**config.mk**
```make
export PLATFORM = sky130hd
export DESIGN_NAME = pipelined_cla_adder
export DESIGN_NICKNAME = d
export VERILOG_FILES = /design/src/rtl/adder_pkg.sv /design/src/rtl/pipelined_cla_adder_cla_group.sv /design/src/rtl/pipelined_cla_adder.sv
export SDC_FILE = /design/constraint.sdc
export NUM_CORES = 1
export LEC_CHECK = 0
export BUFFER_PORTS_ARGS = -buffer_cell sky130_fd_sc_hd__buf_4
export CORE_MARGIN = 2
export CORE_UTILIZATION = 45
export CTS_BUF_LIST = sky130_fd_sc_hd__clkbuf_4 sky130_fd_sc_hd__clkbuf_8 sky130_fd_sc_hd__clkbuf_16
export DETAILED_ROUTE_END_ITERATION = 10
export SLEW_MARGIN = 20
export SYNTH_ARGS = -nofsm -noshare
export SYNTH_HDL_FRONTEND = slang
export SYNTH_SLANG_ARGS = --single-unit
```
**constraint.sdc**
```tcl
create_clock -name clk -period 2.2 [get_ports clk]
set_input_delay 0.44 -clock clk [delete_from_list [all_inputs] [get_ports clk]]
set_output_delay 0.44 -clock clk [all_outputs]
set_load 0.01 [all_outputs]
```
**src/rtl/adder_pkg.sv**
```systemverilog
// Shared constants, helpers and stage payload type
// for the pipelined carry-lookahead adder.
package adder_pkg;

    localparam int BLOCK_DEF = 4;

    // Per-stage bookkeeping that travels alongside the operand/sum words.
    typedef struct packed {
        logic carry;
        logic a_msb;
        logic b_msb;
    } stage_meta_t;

    function automatic int calc_stages(input int width, input int block,
                                       input int gps);
        return width / (block * gps);
    endfunction

endpackage

```
**src/rtl/pipelined_cla_adder_cla_group.sv**
```systemverilog
// One BLOCK-bit carry-lookahead group: every internal carry is
// a flat sum of generate/propagate products.
module cla_group
    import adder_pkg::*;
#(
    parameter int BLOCK = BLOCK_DEF
) (
    input  logic [BLOCK-1:0] a,
    input  logic [BLOCK-1:0] b,
    input  logic             cin,
    output logic [BLOCK-1:0] sum,
    output logic             gg,
    output logic             gp,
    output logic             cout
);

    logic [BLOCK-1:0] g;
    logic [BLOCK-1:0] p;
    logic [BLOCK:0]   c;
    logic             t;
    logic             gt;

    assign g = a & b;
    assign p = a ^ b;

    always_comb begin
        c    = '0;
        t    = 1'b0;
        c[0] = cin;
        for (int i = 1; i <= BLOCK; i++) begin
            c[i] = cin;
            for (int j = 0; j < i; j++) begin
                c[i] = c[i] & p[j];
            end
            for (int j = 0; j < i; j++) begin
                t = g[j];
                for (int m = j + 1; m < i; m++) begin
                    t = t & p[m];
                end
                c[i] = c[i] | t;
            end
        end
    end

    always_comb begin
        gt = 1'b0;
        for (int j = 0; j < BLOCK; j++) begin
            logic term;
            term = g[j];
            for (int m = j + 1; m < BLOCK; m++) begin
                term = term & p[m];
            end
            gt = gt | term;
        end
    end

    assign sum  = p ^ c[BLOCK-1:0];
    assign gg   = gt;
    assign gp   = &p;
    assign cout = c[BLOCK];

endmodule

```
**src/rtl/pipelined_cla_adder.sv**
```systemverilog
// Elastic pipelined CLA adder/subtractor: one slice of
// GROUPS_PER_STAGE lookahead groups is resolved per stage.
module pipelined_cla_adder
    import adder_pkg::*;
#(
    parameter int WIDTH            = 16,
    parameter int BLOCK            = BLOCK_DEF,
    parameter int GROUPS_PER_STAGE = 1
) (
    input  logic             clk,
    input  logic             rst,
    input  logic             in_valid,
    output logic             in_ready,
    input  logic [WIDTH-1:0] a,
    input  logic [WIDTH-1:0] b,
    input  logic             cin,
    input  logic             sub,
    output logic             out_valid,
    input  logic             out_ready,
    output logic [WIDTH-1:0] sum,
    output logic             cout,
    output logic             ovf
);

    localparam int STAGES = calc_stages(WIDTH, BLOCK, GROUPS_PER_STAGE);
    localparam int SW     = BLOCK * GROUPS_PER_STAGE;

    // x holds finished sum slices below the current slice and raw a above.
    logic             v_q   [STAGES];
    logic [WIDTH-1:0] x_q   [STAGES];
    logic [WIDTH-1:0] y_q   [STAGES];
    stage_meta_t      m_q   [STAGES];

    logic             v_src [STAGES];
    logic [WIDTH-1:0] x_src [STAGES];
    logic [WIDTH-1:0] y_src [STAGES];
    stage_meta_t      m_src [STAGES];

    logic [WIDTH-1:0] x_nxt [STAGES];
    stage_meta_t      m_nxt [STAGES];
    logic             ld    [STAGES];

    logic [WIDTH-1:0] b_eff;

    assign b_eff = sub ? ~b : b;

    always_comb begin
        ld[STAGES-1] = !v_q[STAGES-1] || out_ready;
        for (int k = STAGES - 2; k >= 0; k--) begin
            ld[k] = !v_q[k] || ld[k+1];
        end
    end

    for (genvar k = 0; k < STAGES; k++) begin : g_stage
        logic [SW-1:0]               s_st;
        logic [GROUPS_PER_STAGE-1:0] gg;
        logic [GROUPS_PER_STAGE-1:0] gp;
        logic                        ci [GROUPS_PER_STAGE+1];
        logic [WIDTH-1:0]            xn;
        stage_meta_t                 mn;

        if (k == 0) begin : g_head
            assign v_src[0] = in_valid;
            assign x_src[0] = a;
            assign y_src[0] = b_eff;
            assign m_src[0] = '{carry: sub | cin,
                                a_msb: a[WIDTH-1],
                                b_msb: b_eff[WIDTH-1]};
        end else begin : g_body
            assign v_src[k] = v_q[k-1];
            assign x_src[k] = x_q[k-1];
            assign y_src[k] = y_q[k-1];
            assign m_src[k] = m_q[k-1];
        end

        assign ci[0] = m_src[k].carry;

        for (genvar g = 0; g < GROUPS_PER_STAGE; g++) begin : g_grp
            cla_group #(
                .BLOCK(BLOCK)
            ) u_grp (
                .a   (x_src[k][k*SW + g*BLOCK +: BLOCK]),
                .b   (y_src[k][k*SW + g*BLOCK +: BLOCK]),
                .cin (ci[g]),
                .sum (s_st[g*BLOCK +: BLOCK]),
                .gg  (gg[g]),
                .gp  (gp[g]),
                .cout(ci[g+1])
            );
        end

        // Slice carry-out comes from the group G/P terms, not the ripple.
        always_comb begin
            mn = m_src[k];
            for (int g = 0; g < GROUPS_PER_STAGE; g++) begin
                mn.carry = gg[g] | (gp[g] & mn.carry);
            end
            xn = x_src[k];
            xn[k*SW +: SW] = s_st;
        end

        assign x_nxt[k] = xn;
        assign m_nxt[k] = mn;
    end

    always_ff @(posedge clk) begin
        if (rst) begin
            for (int k = 0; k < STAGES; k++) begin
                v_q[k] <= 1'b0;
                x_q[k] <= '0;
                y_q[k] <= '0;
                m_q[k] <= '0;
            end
        end else begin
            for (int k = 0; k < STAGES; k++) begin
                if (ld[k]) begin
                    v_q[k] <= v_src[k];
                end
                if (ld[k] && v_src[k]) begin
                    x_q[k] <= x_nxt[k];
                    y_q[k] <= y_src[k];
                    m_q[k] <= m_nxt[k];
                end
            end
        end
    end

    assign in_ready  = ld[0];
    assign out_valid = v_q[STAGES-1];
    assign sum       = x_q[STAGES-1];
    assign cout      = m_q[STAGES-1].carry;
    assign ovf       = (m_q[STAGES-1].a_msb == m_q[STAGES-1].b_msb) &&
                       (x_q[STAGES-1][WIDTH-1] != m_q[STAGES-1].a_msb);

endmodule

```
Word-level counts from Yosys, hierarchy flattened

Memory sizes are Yosys's and may differ from the RTL's.
Index checks and enable logic that the tools add are counted.

Word-level logic and storage cells: 176
Output and inout port bits: 20
Input port bits: 38
Memories kept: 4
Register bits: 0
RAM bits: 144

Memory list:

| name | words | width | read ports | clocked after memory_dff | write ports | RTL line                  | RTL |
|---|---|---|---|---|---|---|---|
| x_q  | 4     | 16    | 4          | 0                        | 4           | pipelined_cla_adder.sv:30 | `logic [WIDTH-1:0] x_q [STAGES];` |
| y_q  | 4     | 16    | 3          | 0                        | 4           | pipelined_cla_adder.sv:31 | `logic [WIDTH-1:0] y_q [STAGES];` |
| m_q  | 4     | 3     | 4          | 0                        | 4           | pipelined_cla_adder.sv:32 | `stage_meta_t m_q [STAGES];` |
| v_q  | 4     | 1     | 4          | 0                        | 4           | pipelined_cla_adder.sv:29 | `logic v_q [STAGES];` |

Equal/unequal tests: 2
Bitwise logic cells: 110
Reductions and logical operators: 17
Muxes and demuxes: 43

Operators with widths:

| cell                | number |
|---|---|
| 16-bit 2-to-1 mux   | 9 |
| 1-bit bitwise OR    | 57 |
| 1-bit AND           | 40 |
| 4-bit XOR           | 8 |
| 1-bit 2-to-1 mux    | 30 |
| 4-bit AND           | 4 |
| 16-bit NOT          | 1 |
| 4-bit AND reduction | 4 |
| 3-bit 2-to-1 mux    | 4 |
| 1-bit logical AND   | 5 |
| 1-bit logical NOT   | 4 |
| 1-bit logical OR    | 4 |
| 1-bit == test       | 1 |
| 1-bit != test       | 1 |

Depth between registers and ports, before layout

Gate-level depths: netlist of the first run.

Word-level depth: 11
Depth in mapped cells: 7
Gate-level depth less buffers: 6

Modules after synthesis

Synthesis of the first run repeated with hierarchy kept, for this count alone.

Cells, all modules: 331
Area total of the unflattened synthesis: 4605.7 um^2

Modules (own cells, without submodules):

| module                                     | area an instance (um^2) | sequential area each (um^2) | instances | cells an instance |
|---|---|---|---|---|
| pipelined_cla_adder                        | 3900.0                  | 2942.8                      | 1         | 251 |
| cla_group at g_stage[0].g_grp[0].u_grp ... | 172.7                   | 0.0                         | 3         | 19 |
| cla_group at g_stage[3].g_grp[0].u_grp     | 187.7                   | 0.0                         | 1         | 23 |

Worst setup path before layout of the first run

OpenSTA, ideal clock, no wires.

Kind: input to register
From: in sub
To: mem x_q[0][3], data pin
Path buffers: 2
Setup slack: 0.261 ns
Data arrival time: 1.683 ns
Setup time: 0.256 ns
Stages: 7
Data required time: 1.944 ns
Cell sequence: buf_2 > buf_2 > xor2_1 > ha_1 > a21oi_1 > a21o_1 > a21oi_1

RTL lines:

| what        | RTL line                  | RTL |
|---|---|---|
| from (decl) | pipelined_cla_adder.sv:17 | `input logic sub,` |
| to (decl)   | pipelined_cla_adder.sv:30 |  |

==> results by group, run 1 <==
Routing
  – Final ANT Viol Nets: 0
  – Wire per inst: roughly 12 um
  – Via count: roughly 2600
  – Post-Route WL: roughly 6.6 mm
  – Pre-antenna DRT Iters: 4
  – Drt via density: around 4.9
  – Post-route DRC: 0
  – Iter 0 DRT Violations: approximately 100

Place
  – Port buffer count: 57
  – DP Wirelength: around 4.9 mm
  – Routability cong.: 0.779
  – Post-place setup slack: roughly 130 ps

Power and ir drop
  – Clk pwr share: 0.324
  – Internal: about 3000 uW
  – Sw Ratio: 0.215
  – Sequential power share: 0.579
  – VDD IR max: around 270 uV
  – Power per cell area: slightly above 700 nW/um^2
  – Sw Pwr: 819 uW
  – Combinational share of power: 0.097
  – Leakage: roughly 0.0024 uW

Setup path
  – Crit-path max FO: 6
  – Crit path launch type: flip-flop
  – Crit path DAT: 1360 ps
  – Critical Path RT: around 1800 ps
  – Kind of critical path: flip-flop to output port
  – CP endpoint kind: output port

Worst hold path
  – HP Class: input port to flip-flop

Layout
  – Final Util: 0.548
  – Fin nets: 453
  – Antenna cells: 0
  – Filler cell count: 837
  – Layout cell share with drive strength beyond 1: 0.215
  – Synth-to-layout area growth: 17.7%

Clocking
  – H-tree levels: 3
  – CTS root buffer: clkbuf_8
  – Clock Sinks: a little under 100
  – CTS tree: built
  – Worst-path clk slew: ~90 ps
  – Setup Fix Bufs, Post-CTS: 0
  – Post-CTS Hold Fix Bufs: 0
  – Largest buffer count on any clock path: 2
  – Clock buffer count from CTS: 9
  – Clock Latency Late Sink: around 360 ps
  – Post-CTS resize count: 0

STA
  – Worst-case clock skew: between 6 and 7 ps
  – Setup TNS: 0 ps
  – Worst slew pin tran: a little under 900 ps
  – Final setup viols: 0
  – Fin worst setup slack: 401 ps
  – Final worst path period share: 0.818
  – Slew Limit Fails: 0
  – Max-Slew Margin vs Limit: 0.412
  – Unrepaired setup endpoints after global routing: false
  – Achievable Freq: between 0.5 and 0.6 GHz
  – Fin. Hold Viols: 0
  – Tmin final: 1800 ps

Global routing
  – GRT Util Overall: 0.129
  – Initial antenna violation count: 0
  – Largest net degree at the start of global routing: 30
  – Global route overflow: 0
  – Vias in the first global route: 2463
  – First-pass GRT wire length: 11.1 mm

Die
  – Starting Density: 0.465
  – I/O pins: 58
  – Chip height: roughly 100 um
  – Core Box Area: just under 10000 um^2
  – Total Die Area: 10900 um^2
  – DIE WIDTH: between 100 and 150 um
  – Row count: 36

Yosys
  – Post-synthesis sequential area ratio: 0.647
  – Syn nets: 390
  – Post-synth EDFFs: 98
  – FFs w/ async S/R, synth: 0
  – Yosys cell types: 33
  – Syn_area_per_cell: roughly 14 um^2
  – Yosys Warn Count: 0
  – Ys flop type: edfxtp_1
  – Mapped Area: ~4500 um^2
  – Mapped Cells: around 330
  – FF+latch count, synth: 98

Outcome
  – Status: finished clean

Run
  – Max-cap violation count: 0
metrics by stage:
stage | instance area (um^2) | cells | total power (uW) | hold slack [ps]
floorplan | 4550 | 328 | 2490 | 520
detailed placement | 5140 | 513 | 2620 | 529
global route | 5350 | 529 | 3960 | 340
finish | 5350 | 529 | 3810 | 348
global placement | 5140 | 513 | 2620 | 527
CTS | 5350 | 529 | 3850 | 335
critical path, stage by stage (launching register included):
cell	delay, ps
edfxtp_1	450
and4b_4	310
nand2_1	80
buf_4	150
flip-flops by register name, summed over array words and instances, names as in the netlist:
register	count
y_q	21
x_q	61
m_q	12
v_q	4
metal layers:
layer	global-route usage	wire length, um	vias to the layer above
met5	0	0	-
met4	0.0695	158	0
met3	0.0274	276	13
met2	0.212	3110	55
met1	0.159	3020	1176
li1	-	-	1340
final timing paths:
path,start,end,slack [ps],cells after the start
worst min register to register,x_q[1][12],x_q[2][12],550,1
worst min-delay path,a[10],x_q[0][10],350,2
worst max register to register,v_q[3],x_q[1][1],420,2
worst max-delay path,v_q[3],in_ready,400,3
Yosys cell counts, drive strengths merged (5+ instances only):
cell | number | share of area
edfxtp | 98 | 0.65
a21o | 12 | 0.020
nand2 | 9 | 0.0074
xor2 | 5 | 0.0096
nor3 | 11 | 0.012
and2 | 12 | 0.017
o21a | 8 | 0.013
a21oi | 5 | 0.0055
clkbuf | 9 | 0.0074
ha | 20 | 0.055
and3 | 53 | 0.073
xnor2 | 15 | 0.029
nor2 | 18 | 0.015
inv | 8 | 0.0072
buf | 7 | 0.012
power groups by stage:
stage          sequential, uW  clock (uW)  combinational [uW]
6_report                 2200        1230                 369
3_3_place_gp             2250           0                 370
2_1_floorplan            2240           0                 242
4_1_cts                  2210        1270                 374
5_1_grt                  2220        1330                 418
3_5_place_dp             2250           0                 373
area by class of cell:
type | instances | area, um^2 | share of cell area
Sequential cell | 98 | 2940 | 0.550
Timing Repair Buffer | 68 | 510 | 0.0953
Inverter | 8 | 32.5 | 0.00608
Clock inverter | 7 | 91.3 | 0.0171
Clock buffer | 9 | 124 | 0.0231
Tap cell | 133 | 166 | 0.0311
Multi-Input combinational cell | 206 | 1490 | 0.278
cells in the final DEF, fill, tap and decap left out, types with 4 or more instances in the layout:
cell,instances
and3_1,53
inv_1,7
nor3_1,11
nand2_1,9
nor2_1,18
edfxtp_1,98
fa_1,4
nand3_1,4
a21oi_1,5
xor2_1,5
o21ai_0,4
and2_1,12
clkbuf_8,9
a21o_1,12
ha_1,20
o21a_1,8
buf_4,68
xnor2_1,15
kinds of logic (layout without fill, tap and decap cells):
group           Yosys count  after routing  synth area share
simple gates            121            121             0.151
xor+xnor                 20             20            0.0385
fa+ha+maj                24             24            0.0726
flops                    98             98             0.647
buf+inv                  24             92            0.0264
compound gates           41             41            0.0646
Power figures use the tool's default switching activity.
==> run 2, diff against run 1 <==
Settings changed: PLACE_DENSITY set to 0.67.
Clock period 2.2 ns to 1.6 ns, I/O delays scaled along.
==> results by group, run 2 (synthesized netlist as in run 1, its figures left out) <==
Routing
  – Pre-antenna DRT Iters: 4 (unchanged)
  – Via count: 2692 (+4.2%)
  – Drt via density: 4.93 (+0.94%)
  – Post-route DRC: 0 (unchanged)
  – Final ANT Viol Nets: 0 (unchanged)
  – Post-Route WL: 7.14 mm (+8.8%)
  – Iter 0 DRT Violations: 110 (+5.8%)
  – Wire per inst: 13.1 um (+5.4%)

Layout
  – Layout cell share with drive strength beyond 1: 0.317 (+0.103)
  – Commonest cells after routing, fill and taps aside: edfxtp_1 (98), buf_4 (83), and3_1 (53), nor2_1 (17), xnor2_1 (14)
  – Final Util: 0.580 (+0.0326)
  – Fin nets: 471 (+4.0%)
  – Commonest non-fill, non-tap cell in the layout: edfxtp_1
  – Biggest register: x_q
  – Antenna cells: 0 (unchanged)
  – Largest registers: x_q: 61 flops, y_q: 21 flops, m_q: 12 flops
  – Max FFs per register: 61 (unchanged)
  – Synth-to-layout area growth: 24.7%

Die
  – Row count: 36 (unchanged)
  – DIE WIDTH: 105 um (unchanged)
  – I/O pins: 58 (unchanged)
  – Starting Density: 0.465 (unchanged)
  – Chip height: 105 um (unchanged)
  – Core Box Area: 9770 um^2 (unchanged)
  – Total Die Area: 10900 um^2 (unchanged)

Setup path
  – Crit path launch type: flip-flop
  – Kind of critical path: flip-flop to flip-flop
  – Crit-path max FO: 2 (-4)
  – CP endpoint kind: flip-flop
  – Critical Path RT: 1790 ps (+30 ps)
  – Crit path DAT: 1800 ps (+440 ps)

Clocking
  – Largest buffer count on any clock path: 2 (unchanged)
  – Post-CTS Hold Fix Bufs: 0 (unchanged)
  – H-tree levels: 3 (unchanged)
  – Clock buffer count from CTS: 9 (unchanged)
  – CTS tree: built
  – CTS root buffer: clkbuf_8
  – Clock Sinks: 98 (unchanged)
  – Worst-path clk slew: 90 ps (about the same)
  – Clock Latency Late Sink: 350 ps (about the same)

Place
  – DP Wirelength: 5.22 mm (+5.7%)
  – Port buffer count: 57 (unchanged)
  – Routability cong.: 0.831 (+6.7%)

Global routing
  – Initial antenna violation count: 0 (unchanged)
  – GRT Util Overall: 0.135 (+0.00648)
  – Global route overflow: 0 (unchanged)
  – Largest net degree at the start of global routing: 30 (unchanged)
  – First-pass GRT wire length: 12.0 mm (+8.2%)
  – Vias in the first global route: 2618 (+6.3%)

Outcome
  – Status: complete, but fails checks
  – Failing checks: negative setup slack

STA
  – Final setup viols: 1 (+1)
  – Achievable Freq: roughly 0.62 GHz
  – Slew Limit Fails: 0 (unchanged)
  – Max-Slew Margin vs Limit: 0.774 (+0.361)
  – Unrepaired setup endpoints after global routing: true
  – Worst slew pin tran: 339 ps (-543 ps)
  – Worst-case clock skew: 7.79 ps (+1.17 ps)
  – Final worst path period share: 1.01
  – Tmin final: between 1500 and 2000 ps
  – Fin. Hold Viols: 0 (unchanged)
  – Fin worst setup slack: -8.70 ps (-410 ps)

Power and ir drop
  – VDD IR max: 413 uV (+51%)
  – Total power: 5190 uW (+36%)
  – Power per cell area: 915 nW/um^2 (+29%)
  – Leakage: 0.00253 uW (+4.1%)

Run
  – Max-cap violation count: 0 (unchanged)

Worst hold path
  – HP Class: input port to flip-flop
[run 2: cell type report]
type	count	area, um^2
multi-input combinational	206	1660
clock buffer	9	124
clock inverter	6	66.3
fill	799	4100
sequential	98	2940
tap	133	166
timing repair buffer	86	683
inverter	8	32.5
[run 2: path summary, 6_finish.rpt]
check | start | endpoint | slack, ps | cells past startpoint
worst min register to register | x_q[2][5] | x_q[3][5] | 540 | 1
worst max register to register | y_q[0][44] | x_q[3][15] | -9 | 5
worst max-delay path | y_q[0][44] | x_q[3][15] | -9 | 5
worst min-delay path | a[14] | x_q[0][14] | 240 | 2
[run 2: what timing repair did]
action	4_1_cts	5_1_grt
cloned	0	0
resized for setup	14	13
setup endpoints to repair	8	32
pin swaps	6	10
setup buffers	5	1
[run 2: critical path, stage by stage (launching register included)]
cell	delay, ps
edfxtp_1	460
ha_4	290
ha_4	150
o211a_1	250
o21ai_1	140
nor3b_2	170
[run 2: per-layer routing]
| metal | global-route usage | vias up | share of wire |
|---|---|---|---|
| met2 | 0.232 | 61 | 0.50 |
| met1 | 0.170 | 1249 | 0.45 |
| met5 | 0 | - | 0 |
| met3 | 0.0256 | 7 | 0.041 |
| li1 | - | 1375 | - |
| met4 | 0.0521 | 0 | 0.012 |
[run 2: report_power, final]
part	total (uW)	switching (uW)	leakage, uW	internal, uW
registers	3030	52.5	0.00106	2980
clock network	1530	810	0.0000894	717
logic	629	303	0.00138	326
total	5190	1170	0.00253	4020
[run 2: through the flow]
| step | instance area, um^2 | worst slack, ps | cells | hold slack (ps) | setup TNS, ps |
|---|---|---|---|---|---|
| after floorplan | 4600 | -99.0 | 328 | 518 | -197 |
| after global placement | 5300 | -160 | 526 | 530 | -538 |
| after detailed placement | 5300 | -258 | 526 | 526 | -930 |
| after CTS | 5580 | 3.34 | 545 | 225 | 0 |
| after global routing | 5670 | -48.5 | 546 | 234 | -194 |
| final | 5670 | -8.70 | 546 | 241 | -8.70 |
